===== config.mk =====
export PLATFORM = sky130hd
export DESIGN_NAME = router_pkt_src
export DESIGN_NICKNAME = d
export VERILOG_FILES = /design/src/rtl/router_pkt_src.sv
export SDC_FILE = /design/constraint.sdc
export NUM_CORES = 1
export LEC_CHECK = 0
export BUFFER_PORTS_ARGS = -buffer_cell sky130_fd_sc_hd__buf_2
export CORE_AREA = 2 2 197 199
export DETAILED_ROUTE_END_ITERATION = 10
export DIE_AREA = 0 0 199 201
export HOLD_SLACK_MARGIN = 0.12
export PLACE_DENSITY = 0.74
export SLEW_MARGIN = 20
export SYNTH_ARGS = -nofsm -noshare
export SYNTH_HDL_FRONTEND = slang
export SYNTH_SLANG_ARGS = --single-unit
export TNS_END_PERCENT = 5

===== constraint.sdc =====
create_clock -name clock_i -period 4.2 [get_ports clock_i]
set_input_delay 0.21 -clock clock_i [delete_from_list [all_inputs] [get_ports clock_i]]
set_output_delay 0.21 -clock clock_i [all_outputs]
set_load 0.03 [all_outputs]

===== src/rtl/router_pkt_src.sv =====
// Packet source for a 1x3 router input port: buffers a host payload, then sends
// header / payload / parity under router busy flow control and samples err.
module router_pkt_src #(
    parameter int unsigned ERR_WAIT = 3,
    parameter int unsigned MAX_LEN  = 63
) (
    input  logic       clock_i,
    input  logic       resetn_i,
    input  logic       start_i,
    input  logic [1:0] dest_addr_i,
    input  logic [5:0] pay_len_i,
    input  logic [7:0] s_data_i,
    input  logic       s_valid_i,
    output logic       s_ready_o,
    input  logic       busy_i,
    input  logic       err_i,
    output logic       pkt_valid_o,
    output logic [7:0] data_out_o,
    output logic       tx_active_o,
    output logic       done_o,
    output logic       err_flag_o
);

    localparam int unsigned LEN_W  = 6;
    localparam int unsigned WAIT_W = (ERR_WAIT > 1) ? $clog2(ERR_WAIT) : 1;

    typedef enum logic [2:0] {
        S_IDLE,
        S_LOAD,
        S_HEADER,
        S_PAYLOAD,
        S_PARITY,
        S_ERRW
    } state_e;

    state_e            state_q;
    logic [LEN_W-1:0]  len_q;
    logic [LEN_W-1:0]  wcnt_q;
    logic [LEN_W-1:0]  rcnt_q;
    logic [1:0]        addr_q;
    logic [7:0]        parity_q;
    logic [WAIT_W-1:0] wait_q;
    logic              s_ready_q;
    logic              pkt_valid_q;
    logic [7:0]        data_out_q;
    logic              tx_active_q;
    logic              done_q;
    logic              err_flag_q;
    logic [7:0]        buf_q [MAX_LEN];

    logic [7:0]       hdr;
    logic [LEN_W-1:0] last_idx;
    logic             load_wr;

    assign hdr      = {len_q, addr_q};
    assign last_idx = LEN_W'(len_q - 1'b1);
    assign load_wr  = (state_q == S_LOAD) && s_valid_i && s_ready_q;

    // Payload store; contents are irrelevant after reset so it carries none.
    always_ff @(posedge clock_i) begin
        if (load_wr) begin
            buf_q[wcnt_q] <= s_data_i;
        end
    end

    always_ff @(posedge clock_i) begin
        if (!resetn_i) begin
            state_q     <= S_IDLE;
            len_q       <= '0;
            wcnt_q      <= '0;
            rcnt_q      <= '0;
            addr_q      <= '0;
            parity_q    <= '0;
            wait_q      <= '0;
            s_ready_q   <= 1'b0;
            pkt_valid_q <= 1'b0;
            data_out_q  <= '0;
            tx_active_q <= 1'b0;
            done_q      <= 1'b0;
            err_flag_q  <= 1'b0;
        end else begin
            done_q <= 1'b0;
            unique case (state_q)
                S_IDLE: begin
                    if (start_i && (pay_len_i != '0) && (dest_addr_i != 2'd3)) begin
                        len_q       <= pay_len_i;
                        addr_q      <= dest_addr_i;
                        parity_q    <= {pay_len_i, dest_addr_i};
                        err_flag_q  <= 1'b0;
                        wcnt_q      <= '0;
                        s_ready_q   <= 1'b1;
                        tx_active_q <= 1'b1;
                        state_q     <= S_LOAD;
                    end
                end
                S_LOAD: begin
                    if (load_wr) begin
                        parity_q <= parity_q ^ s_data_i;
                        // Header goes out on the same edge that takes the last byte.
                        if (wcnt_q == last_idx) begin
                            s_ready_q   <= 1'b0;
                            pkt_valid_q <= 1'b1;
                            data_out_q  <= hdr;
                            state_q     <= S_HEADER;
                        end else begin
                            wcnt_q <= LEN_W'(wcnt_q + 1'b1);
                        end
                    end
                end
                S_HEADER: begin
                    if (!busy_i) begin
                        data_out_q <= buf_q[0];
                        rcnt_q     <= '0;
                        state_q    <= S_PAYLOAD;
                    end
                end
                S_PAYLOAD: begin
                    if (!busy_i) begin
                        if (rcnt_q == last_idx) begin
                            pkt_valid_q <= 1'b0;
                            data_out_q  <= parity_q;
                            state_q     <= S_PARITY;
                        end else begin
                            rcnt_q     <= LEN_W'(rcnt_q + 1'b1);
                            data_out_q <= buf_q[LEN_W'(rcnt_q + 1'b1)];
                        end
                    end
                end
                S_PARITY: begin
                    if (!busy_i) begin
                        data_out_q <= '0;
                        wait_q     <= '0;
                        state_q    <= S_ERRW;
                    end
                end
                S_ERRW: begin
                    // Give the router time to raise err for this packet's parity.
                    if (wait_q == WAIT_W'(ERR_WAIT - 1)) begin
                        err_flag_q  <= err_i;
                        done_q      <= 1'b1;
                        tx_active_q <= 1'b0;
                        state_q     <= S_IDLE;
                    end else begin
                        wait_q <= WAIT_W'(wait_q + 1'b1);
                    end
                end
                default: state_q <= S_IDLE;
            endcase
        end
    end

    assign s_ready_o   = s_ready_q;
    assign pkt_valid_o = pkt_valid_q;
    assign data_out_o  = data_out_q;
    assign tx_active_o = tx_active_q;
    assign done_o      = done_q;
    assign err_flag_o  = err_flag_q;

endmodule


## Word level (Yosys, flattened, before mapping)

Memory sizes are Yosys's and may differ from the RTL's.
Cells that the tools add are included.

| word-level totals | value |
|---|---|
| flip-flop bits (word level) | 46 |
| bits in writable memories | 504 |
| input bits | 22 |
| output and inout bits | 13 |
| logic and storage cells | 109 |
| memories kept | 1 |

| operators by class | value |
|---|---|
| add/sub/neg operators | 4 |
| equality and inequality tests | 20 |
| muxes and demuxes | 47 |
| bitwise operators | 1 |
| reduce and logical (&&, ||, !) cells | 23 |

Memories:

| memory | words | width | read ports | clocked after Yosys merged registers in | wr ports | RTL line | source |
|---|---|---|---|---|---|---|---|
| buf_q | 63 | 8 | 2 | 0 | 1 | 49 | `logic [7:0] buf_q [MAX_LEN];` |

Operator list:

| cell | count |
|---|---|
| $mux W8 | 8 |
| $mux W6 | 6 |
| $pmux W8 S4 | 1 |
| $mux W3 | 8 |
| $pmux W6 S2 | 2 |
| $ne A2 B2 Y1 const B | 11 |
| $pmux W3 S6 | 1 |
| $pmux W8 S2 | 1 |
| $mux W1 | 13 |
| $add A6 B1 Y6 const B | 2 |
| $eq A6 B6 Y1 | 2 |
| $reduce_and A4 Y1 | 3 |
| $reduce_bool A2 Y1 | 5 |
| $reduce_and A3 Y1 | 3 |
| $pmux W1 S2 | 4 |
| $reduce_and A8 Y1 | 1 |
| $xor A8 B8 Y8 | 1 |
| $eq A3 B2 Y1 const B | 2 |
| $eq A3 B3 Y1 const B | 2 |
| $reduce_and A6 Y1 | 1 |
| $reduce_bool A6 Y1 | 1 |
| $sub A6 B1 Y6 const B | 1 |
| $reduce_and A5 Y1 | 1 |
| $logic_and A1 B1 Y1 | 4 |
| other kinds (9) | 11 |

## Depth between registers and ports, before layout

Gate-level depths: netlist of the first run.

| depth | value |
|---|---|
| depth in word-level cells | 5 |
| depth in mapped cells | 12 |

## Worst setup path before layout of the first run

No wires, ideal clock.

| timing path | value |
|---|---|
| path type | flip-flop to flip-flop |
| start | register rcnt_q[1] |
| end | register data_out_q[0], in the netlist data_out_o[0] |
| arrival | 2.408 ns |
| required time | 4.068 ns |
| slack | 1.660 ns |
| cell stages (with the launch flop) | 10 |
| cell sequence | dfxtp_1 > ha_1 > buf_2 > clkbuf_1 > mux4_2 > mux4_2 > mux2i_1 > nor4_1 > o31ai_1 > a21oi_1 |

| between the ends | value |
|---|---|
| word-level cells in the longest chain between the ends | 5 |
| elaborated cells on any way between the ends | 6 |
| those cells by class | 1 x add/sub; 1 x eq/ne; 3 x mux; 1 x memory |

RTL lines:

| element | RTL line | source |
|---|---|---|
| start, declared | 39 | `logic [LEN_W-1:0] rcnt_q;` |
| start signal, assigned | 124 | `rcnt_q <= LEN_W'(rcnt_q + 1'b1);` |
| $add A6 B1 Y6 | 125 | `data_out_q <= buf_q[LEN_W'(rcnt_q + 1'b1)];` |
| $mem_v2 Z63 W8 | -- |  |
| $mux W8 * | 119 | `if (rcnt_q == last_idx) begin` |
| $mux W8 * | 118 | `if (!busy_i) begin` |
| $pmux W8 S4 * | 83 | `unique case (state_q)` |
| end signal, assigned | 112 | `data_out_q <= buf_q[0];` |
| end signal, assigned | 121 | `data_out_q <= parity_q;` |
| end signal, assigned | 125 |  |
| end, declared | 45 | `logic [7:0] data_out_q;` |

Mark *: on every way between the ends. The rest lies on a longest branch, timed or not. The select of a mux whose other input is x is not followed.
A chain may end at the register's enable or synchronous reset.

## Worst setup path after layout of the first run

| timing path | value |
|---|---|
| start | register state_q[0] |
| end | memory buf_q[24][1] (enable) |

| between the ends | value |
|---|---|
| word-level cells in the longest chain between the ends | 5 |

RTL lines:

| element | RTL line | source |
|---|---|---|
| start, declared | 36 | `state_e state_q;` |
| start signal, assigned | 68 | `state_q <= S_IDLE;` |
| start signal, assigned | 93 | `state_q <= S_LOAD;` |
| start signal, assigned | 104 | `state_q <= S_HEADER;` |
| $eq A3 B1 Y1 | 57 | `assign load_wr = (state_q == S_LOAD) && s_valid_i && s_ready_q;` |
| $logic_and A1 B1 Y1 (2 in series) | 57 |  |
| $mux W1 | 61 | `if (load_wr) begin` |
| $mux W1 (implied by the code) | 62 | `buf_q[wcnt_q] <= s_data_i;` |
| end, declared | 49 |  |

Every way passes these cells.

==> results.py, run 1 <==
metrics = {
    "yosys": {
        "syn_area_sq_mm": 0.02245,
        "yosys.area.top_type": "edfxtp_1",
        "synthFlopType": "edfxtp_1",
        "synth_area_leaders": "edfxtp_1 67%, mux4_2 13%, dfxtp_1 4.1%",
        "synth.top_cell.area_share_pct": 67.42,
        "synth.net_count": 1327,
        "synth_edf_count": 504,
        "ys_seq_area_share_pct": 71.52,
        "post_synth_num_cell_types": 67,
        "ys_ff_latch": 550,
        "syn_inst": 1301,
        "yosys_warnings": 0,
        "synthArstFlopShare_pct": 0,
        "avgSynthCellArea_sq_um": 17.26,
    },
    "sta": {
        "max_freq_mhz": 268.6,
        "fin_crit_sh_pct": 88.65,
        "rsz0062_at_grt": "false",
        "slew_viol_final": 0,
        "worst_pin_slew_ns": 1.091,
        "hold_viol": 0,
        "relSlewSlack_pct": 26.60,
        "final.setup.tns_ns": 0,
        "fin_skew_ns": 0.02018,
        "setup_viol": 0,
        "finalCriticalPeriod_ns": 3.723,
    },
    "hold_path": {
        "worstHoldPathCells": 1,
        "min_path_type": "primary input to flop",
    },
    "critical_path": {
        "crit_top_cell": "nor2_1",
        "worst-r2r-cell-count": 6,
        "arrival_ns": 3.93,
        "ff2ff_setup_slack_ns": 0.48,
        "path_cells": "inv_2 -> nor3_1 -> nand3_1 -> nor2_1 -> nand2_1 -> nor2_1",
        "worst_setup_path_end_kind": "flop",
        "slowest_stage": "dfxtp_1",
        "crit_path_start_kind": "flop",
        "slowest_delay_ns": 0.84,
        "path_class": "flop to flop",
        "critical_path.max_fanout": 22,
        "required_ns": 4.41,
    },
    "floorplanning": {
        "num_rows": 72,
        "dieArea_sq_mm": 0.04000,
        "chipWidth_microns": 199,
        "die_h_microns": 201,
        "core-area_sq_mm": 0.03811,
        "start_util_pct": 58.91,
        "ioPinCount": 35,
    },
    "cells_and_area": {
        "nets": 1409,
        "regArea_sq_mm": 0.01606,
        "n_antenna_cell": 0,
        "drive_gt1_share_pct": 21.74,
        "fillers": 2469,
        "multi_input_area_sq_mm": 0.006017,
        "mostFrequentLayoutCells": "504 x edfxtp_1, 128 x nor2_1, 126 x mux4_2, 105 x nand2_1, 54 x clkbuf_16",
        "fin_util_pct": 66.40,
        "areaGrowthSynthToFinish_pct": 12.71,
        "final_common_cell": "edfxtp_1",
    },
    "placement": {
        "io_buffer_count": 34,
        "gp_congestion": 0.9233,
        "dp_hpwl_microns": 33780,
    },
    "clocking": {
        "cts_made_buffers": 53,
        "cts.path.max_buffers": 3,
        "htreeDepth": 2,
        "clkTransAtPathRegs_ns": 0.06,
        "clk-insertion-delay-late_ns": 0.59,
        "cts-root-buf": "clkbuf_16",
        "cts_tree": "built",
        "cts.sinks": 550,
        "post_cts_buffers": 0,
    },
    "route": {
        "met2_length_microns": 25100,
        "vias_per_cell": 6.493,
        "vias": 12620,
        "wl_met3_microns": 5118,
        "dr.pass1.iters": 5,
        "first_iter_violations": 1494,
        "drt_wl_total_microns": 54090,
        "drc": 0,
        "wl_met1_microns": 21590,
        "ant_nets": 0,
        "dr.max_layer_used": "met5",
        "post_drt_wl_per_cell_microns": 27.82,
    },
    "power": {
        "power_frac_comb_pct": 2.5,
        "p_leak_nw": 7.870,
        "power_mw": 11.13,
        "internal-power_mw": 8.907,
        "swShare_pct": 19.94,
        "seqPwrFrac_pct": 54.0,
        "power.density_mw_per_mm2": 439.7,
        "clkPwrFrac_pct": 43.4,
        "peakVddDrop_uv": 336.7,
        "p_sw_mw": 2.218,
    },
    "global_route": {
        "grt_first_pass_wirelength_microns": 80920,
        "grt_max_degree": 91,
        "antenna_found_initial": 1,
        "grt_pass1_vias": 12600,
        "grt.total_usage_pct": 27.87,
        "overflow": 0,
    },
    "job": {
        "max_cap_violations": 0,
    },
    "run_status": {
        "outcome": "finished, final reports clean",
    },
}
==> routing by layer <==
metal,track usage [%],up-vias
li1,-,5339
met1,40.42,6398
met2,42.52,741
met3,5.074,143
met4,11.27,2
met5,0,-
==> power groups by stage <==
stage | combinational [mW] | clock [mW] | sequential (mW)
2_1_floorplan | 0.129 | 0 | 6.12
3_3_place_gp | 0.260 | 0 | 6.13
3_5_place_dp | 0.265 | 0 | 6.13
4_1_cts | 0.278 | 4.87 | 6.01
5_1_grt | 0.306 | 5.07 | 6.01
6_report | 0.280 | 4.83 | 6.01
==> registers in the layout (all words and copies together), names as in the netlist, 2 cells and up <==
signal,count
parity_q,8
wait_q,2
rcnt_q,6
addr_q,2
len_q,6
buf_q,504
state_q,3
wcnt_q,6
data_out_o,8
==> kinds of logic after synthesis <==
logic type               share of synthesized area [%]
AO/OA/AOI/OAI                                    3.851
XOR/XNOR                                         1.321
adder cells (fa/ha/maj)                         0.2229
buffers and inverters                            1.928
flip-flops                                       71.52
multiplexers                                     14.07
AND/OR/NAND/NOR                                  7.084
==> worst max-delay path, delay by kind of cell (launching register included) <==
family / cells / cell delay (ns)
DFF: 1 / 0.84
buffers and inverters: 1 / 0.24
and+or+nand+nor: 5 / 2.27
==> cells in the mapped netlist (6+ instances only) <==
cell type,n
nand4_1,21
nand3_1,33
nor2_1,128
mux4_2,126
o21ai_0,23
a21oi_1,45
inv_1,12
nand2_1,105
edfxtp_1,504
buf_1,7
a31oi_1,11
mux2i_1,31
clkbuf_1,39
nand2b_1,7
xnor2_1,10
buf_2,13
xor2_1,8
nor3b_1,9
buf_6,7
buf_4,9
nor4_1,6
o2111ai_1,7
dfxtp_1,46
==> stage by stage <==
| stage | std cells | hold slack (ns) | setup WS, ns | cell area (sq um) |
|---|---|---|---|---|
| final | 1944 | 0.1599 | 0.4768 | 25300 |
| after global routing | 1944 | 0.1884 | 0.2608 | 25300 |
| after CTS | 1943 | 0.1467 | 0.6011 | 25270 |
| after detailed placement | 1830 | 0.4447 | 0.5758 | 23360 |
| after global placement | 1830 | 0.4381 | 0.7836 | 23360 |
| after floorplan | 1301 | 0.3089 | 1.660 | 22450 |
==> area by class of cell <==
cell class                      instances  share of cell area, %
Inverter                               13                 0.1929
Tap cell                              518                  2.562
Sequential cell                       550                  63.47
Timing Repair Buffer                  102                  3.017
Multi-Input combinational cell        663                  23.78
Clock buffer                           63                  5.474
Clock inverter                         35                  1.503
==> repair_timing <==
| item | in CTS | in global routing |
|---|---|---|
| hold endpoints to repair | 89 | 0 |
| gates resized for setup | 0 | 0 |
| hold buffers | 15 | 0 |
| setup endpoints to repair | 0 | 0 |
==> worst paths after layout <==
check / from / end
max: state_q[0]$_SDFFE_PN0P_ / buf_q[24][1]$_DFFE_PP_
min: s_data_i[3] / buf_q[4][3]$_DFFE_PP_
max reg2reg: state_q[0]$_SDFFE_PN0P_ / buf_q[24][1]$_DFFE_PP_
min reg2reg: err_flag_o$_SDFFE_PN0P_ / err_flag_o$_SDFFE_PN0P_
No activity file was read; power rests on OpenSTA's default activity.
==> inputs of run 2 (changes only) <==
- CTS_BUF_LIST: unset -> sky130_fd_sc_hd__clkbuf_16
- GPL_TIMING_DRIVEN: unset -> 0
==> run 2 against run 1 <==
Compared with the run above: register-to-register slack worse by 0.31 ns; count of clock-buffer cells in the layout is 7 lower; critical path depth stayed put; combinational power is 1% higher; cell area is 1.1% lower; first-iteration DRC count is 8.6% higher; clock skew is 0.0011 ns higher; core utilization is 0.76 points lower; setup slack worse by 0.31 ns; sequential share of layout area is 0.72 points higher; final cell count is 1.2% higher; maximum frequency is 7.6% lower; critical endpoint is now buf_q[62][2]$_DFFE_PP_; largest cell class unchanged; largest power group unchanged.
==> results.py, run 2 (same netlist as run 1, synthesis figures left out) <==
metrics = {
    "critical_path": {
        "worstReg2RegStart": "state_q[0]$_SDFFE_PN0P_",
        "arrival_ns": 4.26,
        "worst-r2r-cell-count": 6,
        "ff2ff_setup_slack_ns": 0.17,
        "crit_start": "state_q[0]$_SDFFE_PN0P_",
        "critical_path.max_fanout": 10,
        "required_ns": 4.43,
        "worst_setup_path_end_kind": "flop",
        "slowest_delay_ns": 0.95,
        "crit_path_start_kind": "flop",
        "r2r_end": "buf_q[62][2]$_DFFE_PP_",
        "path_class": "flop to flop",
        "path_cells": "inv_2 -> nor3_1 -> and3_1 -> clkbuf_1 -> nand4b_1 -> nor2_1",
        "slowest_stage": "nor2_1",
    },
    "clocking": {
        "htreeDepth": 2,
        "cts.path.max_buffers": 3,
        "clk-insertion-delay-late_ns": 0.61,
        "cts_tree": "built",
        "post_cts_buffers": 0,
        "cts_made_buffers": 54,
        "cts-root-buf": "clkbuf_16",
        "cts.sinks": 550,
        "clkTransAtPathRegs_ns": 0.07,
    },
    "hold_path": {
        "min_path_type": "primary input to flop",
        "hp-start": "s_data_i[0]",
        "min_to": "buf_q[46][0]$_DFFE_PP_",
        "worstHoldPathCells": 1,
    },
    "sta": {
        "hold_viol": 0,
        "fin_crit_sh_pct": 95.98,
        "rsz0062_at_grt": "true",
        "slew_viol_final": 0,
        "finalCriticalPeriod_ns": 4.031,
        "relSlewSlack_pct": 31.73,
        "final.setup.tns_ns": 0,
        "worst_pin_slew_ns": 1.024,
        "setup_viol": 0,
        "max_freq_mhz": 248.1,
        "fin_skew_ns": 0.02128,
    },
    "power": {
        "power_frac_comb_pct": 2.7,
        "swShare_pct": 20.72,
        "p_sw_mw": 2.211,
        "seqPwrFrac_pct": 56.2,
        "clkPwrFrac_pct": 41.1,
        "internal-power_mw": 8.461,
        "power.density_mw_per_mm2": 426.7,
        "p_leak_nw": 7.824,
        "peakVddDrop_uv": 314.1,
    },
    "cells_and_area": {
        "fillers": 2559,
        "mostFrequentLayoutCells": "504 x edfxtp_1, 126 x mux4_2, 125 x nor2_1, 105 x nand2_1, 56 x clkbuf_16",
        "top_register": "buf_q",
        "multi_input_area_sq_mm": 0.005968,
        "drive_gt1_share_pct": 18.78,
        "stdcell_count": 1967,
        "regArea_sq_mm": 0.01606,
        "largest_reg_flops": 504,
        "final_common_cell": "edfxtp_1",
        "fin_util_pct": 65.64,
        "nets": 1428,
        "areaGrowthSynthToFinish_pct": 11.41,
    },
    "global_route": {
        "grt_max_degree": 66,
        "overflow": 0,
        "grt.total_usage_pct": 29.39,
        "antenna_found_initial": 2,
        "grt_pass1_vias": 12700,
        "grt_first_pass_wirelength_microns": 83430,
    },
    "floorplanning": {
        "core-area_sq_mm": 0.03811,
        "ioPinCount": 35,
        "num_rows": 72,
        "die_h_microns": 201,
        "dieArea_sq_mm": 0.04000,
        "chipWidth_microns": 199,
        "start_util_pct": 58.91,
    },
    "route": {
        "drc": 0,
        "vias_per_cell": 6.496,
        "vias": 12780,
        "post_drt_wl_per_cell_microns": 28.89,
        "drt_wl_total_microns": 56840,
        "first_iter_violations": 1623,
        "dr.pass1.iters": 6,
        "ant_nets": 0,
    },
    "placement": {
        "gp_congestion": 0.9624,
        "dp_cells": 1853,
        "dp_hpwl_microns": 36390,
        "io_buffer_count": 34,
    },
    "job": {
        "max_cap_violations": 0,
    },
    "run_status": {
        "outcome": "finished, final reports clean",
    },
}
## run 2: cell count changes in the layout (fill, tap and decap cells not counted), moves of 5 or more
cell and change:
bufinv_16 -8, buf_4 -33, buf_6 +7, clkbuf_1 +30, buf_1 +7, buf_2 +5, inv_1 +27
## run 2: critical path, delay by kind of cell, from the launching register on
| family | cells | cell delay [ns] |
|---|---|---|
| and+or+nand+nor | 4 | 2.73 |
| buffers and inverters | 2 | 0.51 |
| DFF | 1 | 0.42 |
## run 2: worst max-delay path by stage
stage | end | slack [ns] | cells past startpoint
detailed placement | data_out_o[1]$_SDFFE_PN0P_ | 0.43 | 11
CTS | data_out_o[1]$_SDFFE_PN0P_ | 0.42 | 11
floorplan | data_out_o[0]$_SDFFE_PN0P_ | 1.66 | 9
global placement | buf_q[54][0]$_DFFE_PP_ | 0.51 | 6
finish | buf_q[62][2]$_DFFE_PP_ | 0.17 | 6
global route | buf_q[20][3]$_DFFE_PP_ | -0.13 | 6
## run 2: area by class of cell
class | instances | area share, %
diodes | 1 | 0.01000
flip-flops and latches | 550 | 64.19
repair buffers | 45 | 1.201
inverters | 13 | 0.1951
clock inverters | 46 | 0.8104
plain buffers | 75 | 1.536
well taps | 518 | 2.591
clock buffers | 56 | 5.603
multi-input cells | 663 | 23.86
## run 2: routing by layer
layer | vias to the layer above | wire length [microns] | GRT usage [%]
li1 | 5379 | - | -
met1 | 6457 | 21480 | 40.82
met2 | 803 | 26700 | 44.98
met3 | 139 | 6445 | 7.527
met4 | 0 | 2203 | 12.07
met5 | - | 0 | 0
## run 2: what timing repair did
| item | 4_1_cts | 5_1_grt |
|---|---|---|
| hold buffers | 11 | 0 |
| resized for setup | 0 | 3 |
| setup endpoints to repair | 0 | 133 |
| endpoints found under the hold margin | 28 | 0 |
## run 2: through the flow
step / hold WS (ns) / power, mW / area [sq um] / worst slack [ns]
after global placement: 0.4416 / 6.377 / 23270 / 0.5092
after CTS: 0.2038 / 10.70 / 24990 / 0.4244
final: 0.1744 / 10.67 / 25010 / 0.1690
after floorplan: 0.3089 / 6.246 / 22450 / 1.660
after detailed placement: 0.4498 / 6.390 / 23280 / 0.4332
after global routing: 0.1933 / 10.95 / 25010 / -0.1283
## run 2: power groups by stage
stage	combinational, mW	clock (mW)	sequential (mW)
after detailed placement	0.271	0	6.12
final	0.284	4.39	6.00
after CTS	0.279	4.42	6.00
after global routing	0.310	4.63	6.00
after floorplan	0.129	0	6.12
after global placement	0.258	0	6.12
